--- src/rtl/cpu_control_sequencer_pkg.sv ---
// Shared types for the CPU control sequencer: opcode map, T-state encoding
// and the control word that fans out to the datapath enables.
package cpu_ctrl_pkg;

  typedef enum logic [3:0] {
    OP_NOP = 4'h0,
    OP_LDA = 4'h1,
    OP_ADD = 4'h2,
    OP_SUB = 4'h3,
    OP_STA = 4'h4,
    OP_LDI = 4'h5,
    OP_JMP = 4'h6,
    OP_JZ  = 4'h8,
    OP_OUT = 4'hE,
    OP_HLT = 4'hF
  } opcode_t;

  typedef enum logic [2:0] {
    ST_IDLE = 3'd0,
    ST_T0   = 3'd1,
    ST_T1   = 3'd2,
    ST_T2   = 3'd3,
    ST_T3   = 3'd4,
    ST_T4   = 3'd5,
    ST_HALT = 3'd6
  } state_t;

  typedef struct packed {
    logic pc_inc;
    logic pc_out;
    logic pc_load;
    logic mar_load;
    logic ram_out;
    logic ram_load;
    logic ir_load;
    logic ir_out;
    logic a_load;
    logic a_out;
    logic b_load;
    logic alu_out;
    logic alu_sub;
    logic flags_load;
    logic out_load;
    logic instr_done;
    logic halted;
  } ctrl_word_t;

  localparam ctrl_word_t CTRL_NONE = '0;

endpackage

--- src/rtl/cpu_control_sequencer_if.sv ---
// Sequencer-to-datapath bundle: IR/flags inputs plus every register enable.
interface cpu_control_sequencer_if;
  logic       run;
  logic [3:0] opcode;
  logic       flag_z;
  logic       pc_inc, pc_out, pc_load;
  logic       mar_load;
  logic       ram_out, ram_load;
  logic       ir_load, ir_out;
  logic       a_load, a_out, b_load;
  logic       alu_out, alu_sub, flags_load;
  logic       out_load;
  logic       instr_done;
  logic       halted;

  modport master (
    input  run, opcode, flag_z,
    output pc_inc, pc_out, pc_load, mar_load, ram_out, ram_load,
           ir_load, ir_out, a_load, a_out, b_load, alu_out, alu_sub,
           flags_load, out_load, instr_done, halted
  );

  modport slave (
    output run, opcode, flag_z,
    input  pc_inc, pc_out, pc_load, mar_load, ram_out, ram_load,
           ir_load, ir_out, a_load, a_out, b_load, alu_out, alu_sub,
           flags_load, out_load, instr_done, halted
  );
endinterface

--- src/rtl/cpu_control_sequencer_decode.sv ---
// Combinational T-state decode: (state, opcode, flag_z) -> control word,
// last-step flag and next state.
module cpu_ctrl_decode
  import cpu_ctrl_pkg::*;
(
  input  state_t     i_state,
  input  logic [3:0] i_opcode,
  input  logic       i_flag_z,
  output ctrl_word_t o_ctrl,
  output logic       o_last_step,
  output state_t     o_next_state
);

  always_comb begin
    o_ctrl       = CTRL_NONE;
    o_next_state = i_state;
    case (i_state)
      ST_IDLE: o_next_state = ST_T0;
      ST_T0: begin
        o_ctrl.pc_out   = 1'b1;
        o_ctrl.mar_load = 1'b1;
        o_next_state    = ST_T1;
      end
      ST_T1: begin
        o_ctrl.ram_out = 1'b1;
        o_ctrl.ir_load = 1'b1;
        o_ctrl.pc_inc  = 1'b1;
        o_next_state   = ST_T2;
      end
      ST_T2: begin
        case (i_opcode)
          OP_LDA, OP_ADD, OP_SUB, OP_STA: begin
            o_ctrl.ir_out   = 1'b1;
            o_ctrl.mar_load = 1'b1;
            o_next_state    = ST_T3;
          end
          OP_LDI: begin
            o_ctrl.ir_out     = 1'b1;
            o_ctrl.a_load     = 1'b1;
            o_ctrl.instr_done = 1'b1;
          end
          OP_JMP: begin
            o_ctrl.ir_out     = 1'b1;
            o_ctrl.pc_load    = 1'b1;
            o_ctrl.instr_done = 1'b1;
          end
          OP_JZ: begin
            o_ctrl.ir_out     = i_flag_z;
            o_ctrl.pc_load    = i_flag_z;
            o_ctrl.instr_done = 1'b1;
          end
          OP_OUT: begin
            o_ctrl.a_out      = 1'b1;
            o_ctrl.out_load   = 1'b1;
            o_ctrl.instr_done = 1'b1;
          end
          OP_HLT: begin
            o_ctrl.instr_done = 1'b1;
            o_next_state      = ST_HALT;
          end
          default: o_ctrl.instr_done = 1'b1;
        endcase
      end
      ST_T3: begin
        case (i_opcode)
          OP_LDA: begin
            o_ctrl.ram_out    = 1'b1;
            o_ctrl.a_load     = 1'b1;
            o_ctrl.instr_done = 1'b1;
          end
          OP_ADD, OP_SUB: begin
            o_ctrl.ram_out = 1'b1;
            o_ctrl.b_load  = 1'b1;
            o_next_state   = ST_T4;
          end
          OP_STA: begin
            o_ctrl.a_out      = 1'b1;
            o_ctrl.ram_load   = 1'b1;
            o_ctrl.instr_done = 1'b1;
          end
          default: o_ctrl.instr_done = 1'b1;
        endcase
      end
      ST_T4: begin
        o_ctrl.alu_out    = 1'b1;
        o_ctrl.a_load     = 1'b1;
        o_ctrl.flags_load = 1'b1;
        o_ctrl.alu_sub    = (i_opcode == OP_SUB);
        o_ctrl.instr_done = 1'b1;
      end
      ST_HALT: o_ctrl.halted = 1'b1;
      default: o_next_state = ST_IDLE;
    endcase

    // Every completing step except HLT returns to the fetch.
    o_last_step = o_ctrl.instr_done;
    if (o_last_step && (o_next_state != ST_HALT)) o_next_state = ST_T0;
  end

endmodule

--- src/rtl/cpu_control_sequencer.sv ---
// T-state sequencer top: state register plus run gating of the decoded word.
// state | meaning
// IDLE  | after reset, waits for run
// T0/T1 | fetch: PC->MAR, RAM->IR with PC increment
// T2-T4 | opcode-dependent execute steps
// HALT  | sticky until rst_
module cpu_control_sequencer
  import cpu_ctrl_pkg::*;
(
  input logic                     clk,
  input logic                     rst_,
  cpu_control_sequencer_if.master bus
);

  state_t     r_state;
  state_t     w_next;
  ctrl_word_t w_ctrl;
  ctrl_word_t w_out;
  logic       w_last;

  cpu_ctrl_decode u_decode (
    .i_state      (r_state),
    .i_opcode     (bus.opcode),
    .i_flag_z     (bus.flag_z),
    .o_ctrl       (w_ctrl),
    .o_last_step  (w_last),
    .o_next_state (w_next)
  );

  always_ff @(posedge clk or negedge rst_) begin
    if (!rst_)                                r_state <= ST_IDLE;
    else if (bus.run && r_state != ST_HALT)   r_state <= w_next;
  end

  // halted reflects HALT regardless of run; everything else freezes to 0.
  always_comb begin
    w_out        = bus.run ? w_ctrl : CTRL_NONE;
    w_out.halted = w_ctrl.halted;
  end

  assign bus.pc_inc     = w_out.pc_inc;
  assign bus.pc_out     = w_out.pc_out;
  assign bus.pc_load    = w_out.pc_load;
  assign bus.mar_load   = w_out.mar_load;
  assign bus.ram_out    = w_out.ram_out;
  assign bus.ram_load   = w_out.ram_load;
  assign bus.ir_load    = w_out.ir_load;
  assign bus.ir_out     = w_out.ir_out;
  assign bus.a_load     = w_out.a_load;
  assign bus.a_out      = w_out.a_out;
  assign bus.b_load     = w_out.b_load;
  assign bus.alu_out    = w_out.alu_out;
  assign bus.alu_sub    = w_out.alu_sub;
  assign bus.flags_load = w_out.flags_load;
  assign bus.out_load   = w_out.out_load;
  assign bus.instr_done = w_out.instr_done;
  assign bus.halted     = w_out.halted;

  always @(posedge clk) begin
    if (rst_) begin
      assert ($countones({w_out.pc_out, w_out.ram_out, w_out.ir_out,
                          w_out.a_out, w_out.alu_out}) <= 1);
      assert (!w_last || w_next == ST_T0 || w_next == ST_HALT);
    end
  end

endmodule

--- src/flat_wrapper.sv ---
// flat-port wrapper written by rule: the top's interface ports become plain ports
module cpu_control_sequencer_flat import cpu_ctrl_pkg::*;
  (clk, rst_, bus_run, bus_opcode, bus_flag_z, bus_pc_inc, bus_pc_out, bus_pc_load, bus_mar_load, bus_ram_out, bus_ram_load, bus_ir_load, bus_ir_out, bus_a_load, bus_a_out, bus_b_load, bus_alu_out, bus_alu_sub, bus_flags_load, bus_out_load, bus_instr_done, bus_halted);
  cpu_control_sequencer_if bus_i ();
  input logic clk;
  input logic rst_;
  input wire logic [$bits(bus_i.run)-1:0] bus_run;
  input wire logic [$bits(bus_i.opcode)-1:0] bus_opcode;
  input wire logic [$bits(bus_i.flag_z)-1:0] bus_flag_z;
  output wire logic [$bits(bus_i.pc_inc)-1:0] bus_pc_inc;
  output wire logic [$bits(bus_i.pc_out)-1:0] bus_pc_out;
  output wire logic [$bits(bus_i.pc_load)-1:0] bus_pc_load;
  output wire logic [$bits(bus_i.mar_load)-1:0] bus_mar_load;
  output wire logic [$bits(bus_i.ram_out)-1:0] bus_ram_out;
  output wire logic [$bits(bus_i.ram_load)-1:0] bus_ram_load;
  output wire logic [$bits(bus_i.ir_load)-1:0] bus_ir_load;
  output wire logic [$bits(bus_i.ir_out)-1:0] bus_ir_out;
  output wire logic [$bits(bus_i.a_load)-1:0] bus_a_load;
  output wire logic [$bits(bus_i.a_out)-1:0] bus_a_out;
  output wire logic [$bits(bus_i.b_load)-1:0] bus_b_load;
  output wire logic [$bits(bus_i.alu_out)-1:0] bus_alu_out;
  output wire logic [$bits(bus_i.alu_sub)-1:0] bus_alu_sub;
  output wire logic [$bits(bus_i.flags_load)-1:0] bus_flags_load;
  output wire logic [$bits(bus_i.out_load)-1:0] bus_out_load;
  output wire logic [$bits(bus_i.instr_done)-1:0] bus_instr_done;
  output wire logic [$bits(bus_i.halted)-1:0] bus_halted;
  assign bus_i.run = bus_run;
  assign bus_i.opcode = bus_opcode;
  assign bus_i.flag_z = bus_flag_z;
  assign bus_pc_inc = bus_i.pc_inc;
  assign bus_pc_out = bus_i.pc_out;
  assign bus_pc_load = bus_i.pc_load;
  assign bus_mar_load = bus_i.mar_load;
  assign bus_ram_out = bus_i.ram_out;
  assign bus_ram_load = bus_i.ram_load;
  assign bus_ir_load = bus_i.ir_load;
  assign bus_ir_out = bus_i.ir_out;
  assign bus_a_load = bus_i.a_load;
  assign bus_a_out = bus_i.a_out;
  assign bus_b_load = bus_i.b_load;
  assign bus_alu_out = bus_i.alu_out;
  assign bus_alu_sub = bus_i.alu_sub;
  assign bus_flags_load = bus_i.flags_load;
  assign bus_out_load = bus_i.out_load;
  assign bus_instr_done = bus_i.instr_done;
  assign bus_halted = bus_i.halted;
  cpu_control_sequencer u_core (.clk(clk), .rst_(rst_), .bus(bus_i));
endmodule
--- config.mk ---
export PLATFORM = sky130hd
export DESIGN_NAME = cpu_control_sequencer_flat
export DESIGN_NICKNAME = d
export VERILOG_FILES = /design/src/rtl/cpu_control_sequencer_pkg.sv /design/src/rtl/cpu_control_sequencer_if.sv /design/src/rtl/cpu_control_sequencer_decode.sv /design/src/rtl/cpu_control_sequencer.sv /design/src/flat_wrapper.sv
export SDC_FILE = /design/constraint.sdc
export NUM_CORES = 1
export LEC_CHECK = 0
export ABC_AREA = 1
export ABC_CLOCK_PERIOD_IN_PS = 2850
export BUFFER_PORTS_ARGS = -buffer_cell sky130_fd_sc_hd__buf_2
export CAP_MARGIN = 20
export CORE_AREA = 2 2 41 71
export CTS_CLUSTER_DIAMETER = 30
export DETAILED_ROUTE_END_ITERATION = 12
export DIE_AREA = 0 0 43 73
export GPL_ROUTABILITY_DRIVEN = 0
export SLEW_MARGIN = 10
export SYNTH_ARGS = -nofsm -noshare
export SYNTH_HDL_FRONTEND = slang
export SYNTH_SLANG_ARGS = --single-unit
--- constraint.sdc ---
create_clock -name clk -period 2.85 [get_ports clk]
set_input_delay 0.285 -clock clk [delete_from_list [all_inputs] [get_ports clk]]
set_output_delay 0.285 -clock clk [all_outputs]
set_load 0.03 [all_outputs]
==> impl_metrics.json <==
{
  "grt_pass1_vias": 673,
  "maxSlewHeadroom": 0.7741,
  "setup_tns_ns": 0,
  "die_h_um": 73,
  "max_cap_violations": 0,
  "grt_overflow_total": 0,
  "reg2regPathDepth": 9,
  "cts_tree": "yes",
  "run_status": "finished clean",
  "p_per_area_nw_per_um2": 811.8,
  "netlist_area_sq_um": 591.8,
  "drcViolationCount": 0,
  "pwr-share-seq": 0.148,
  "power_uw": 637.9,
  "diodes": 0,
  "cp_max_fo": 7,
  "grt_usage": 0.1100,
  "ctsResizeCount": 0,
  "period_minus_slack_ns": 1.855,
  "final_common_cell": "buf_2",
  "leakage_nw": 0.4358,
  "via_per_inst": 4.497,
  "cp_num_buf_inv": 1,
  "cts-buffers-inserted": 3,
  "synth-seq-cells": 3,
  "slowest_delay_ns": 0.47,
  "layout_common_cells": "buf_2 (24), nand2_1 (19), nor2_1 (16), inv_1 (14), nand2_2 (11)",
  "syn-num-nets": 109,
  "grt_antenna_before_repair": 0,
  "tightestPinTransition_ns": 0.3377,
  "drt_iter0_markers": 25,
  "clkPwrFrac": 0.189,
  "top_regs": "u_core.r_state x3",
  "synthToLayoutAreaGrowth_pct": 32.77,
  "io_pins": 25,
  "rrSetupSlack_ns": 1.51,
  "avgRoutedWirePerCell_um": 10.03,
  "rsz0062_at_grt": "no",
  "initial_core_util": 0.2252,
  "wirelength_mm": 1.555,
  "nets": 137,
  "maxSlewViolCount": 0,
  "first_pass_iters": 5,
  "regMostFlops": "u_core.r_state",
  "crit_required_ns": 2.57,
  "ys_seq_area_frac": 0.1268,
  "cp_cell_sequence": "nand2_2 > nor2_2 > nand2_1 > nor4_4 > or2_2 > buf_2",
  "cts_setup_buffers": 0,
  "cts_root_buffer": "clkbuf_8",
  "portBuffers": 24,
  "die_area_sq_um": 3139,
  "hold_path.class": "in -> async",
  "n_fill_cell": 308,
  "grt_pass1_wl_mm": 2.642,
  "end_kind": "output port",
  "cp.arrival_ns": 1.57,
  "synth_cell_type_count": 27,
  "ant_nets": 0,
  "vias": 697,
  "netlist_instances": 101,
  "slowest_stage": "dfrtp_1",
  "yosys-top-cells-area": "dfrtp_1 (13%), nand2_1 (12%), nand2_2 (12%), nor2_1 (10%), inv_1 (8.9%)",
  "swShare": 0.5347,
  "core_sq_um": 2628,
  "fin_cells": 155,
  "die_width_um": 43,
  "synth_top_area_frac": 0.1268,
  "setup_viol": 0,
  "fin_crit_sh": 0.6510,
  "critPathKind": "reg -> out",
  "power_frac_comb": 0.663,
  "ctsHoldBuffers": 1,
  "dp.cells": 150,
  "dp.final_hpwl_mm": 1.302,
  "finalHoldViolations": 0,
  "clock_skew_ns": 0.00004864,
  "p_sw_uw": 341.1,
  "internal_power_uw": 296.8,
  "largest_register_ffs": 3,
  "clk_pin_slew_ns": 0.03,
  "grt_max_degree": 8,
  "drive_gt1_frac": 0.4453,
  "rr_startpoint": "u_core.r_state[0]",
  "timing.fmax_ghz": 0.5390,
  "synth_area_leader_cell": "dfrtp_1",
  "htree_levels": 1,
  "crit_family": "simple AND/OR/NAND/NOR gates",
  "rows": 25,
  "crit_path_start_kind": "flip-flop",
  "avgSynthCellArea_sq_um": 5.860,
  "yosys_warnings": 0,
  "clk_path_buf_depth": 2,
  "cts.sinks": 3,
  "reg2reg_to": "u_core.r_state[2]",
  "clkLatencyLatePin_ns": 0.21,
  "vdd_drop_max_v": 0.0004420
}
## synth_stat cells (all sizes together)
cell    count
inv        19
or2         1
o22ai       1
a21oi       4
dfrtp       3
buf         2
o21bai      1
nor2       23
nand2      32
nor4        2
nand3       4
nor3b       1
xor2        1
a22oi       1
a221oi      1
a31oi       1
o21ai       4
## power groups by stage
stage	sequential, mW	combinational (mW)	clock, mW
after floorplan	0.0881	0.343	0
after global placement	0.0950	0.417	0
after detailed placement	0.0943	0.421	0
after CTS	0.0937	0.424	0.125
after global routing	0.0978	0.471	0.132
final	0.0944	0.423	0.121
## layout make-up
type / instances / area, sq um / area share
clock buffers: 4 / 45.04 / 0.05732
repair buffers: 25 / 130.1 / 0.1656
well taps: 27 / 33.78 / 0.04299
flip-flops and latches: 3 / 75.07 / 0.09554
inverters: 19 / 71.32 / 0.09076
multi-input cells: 77 / 430.4 / 0.5478
## metrics by stage
stage            util  instance area, sq um  setup WS [ns]  hold WS, ns
3_5_place_dp   0.2781                 730.7          1.204      0.08268
2_1_floorplan       -                 591.8          1.053     -0.01059
3_3_place_gp   0.2781                 730.7          1.211      0.07937
6_report       0.2990                 785.8         0.9948       0.4014
4_1_cts        0.2990                 785.8         0.9741       0.3892
5_1_grt        0.2990                 785.8         0.8258       0.4117
## cells by family after synthesis
| logic type | after synthesis | share of synthesized area |
|---|---|---|
| AO/OA/AOI/OAI | 13 | 0.1417 |
| buffers and inverters | 21 | 0.1459 |
| flip-flops | 3 | 0.1268 |
| AND/OR/NAND/NOR | 63 | 0.5709 |
| XOR/XNOR | 1 | 0.01480 |
## layer usage
metal	part of all wire	vias to the layer above	wire length (um)	track usage
met3	0.062	2	96	0.02723
li1	-	369	-	-
met1	0.41	303	631	0.1226
met2	0.52	23	813	0.1835
met4	0.0090	0	14	0.06734
met5	0	-	0	0
## worst max path at each step
stage                     cells past startpoint     endpoint               from
after CTS                                     6    bus_a_out  u_core.r_state[0]
after floorplan                               3  bus_alu_sub  u_core.r_state[1]
after detailed placement                      6    bus_a_out  u_core.r_state[0]
after global placement                        6    bus_a_out  u_core.r_state[0]
final                                         6    bus_a_out  u_core.r_state[0]
after global routing                          6    bus_a_out  u_core.r_state[0]
(Power assumes the default switching activity.)
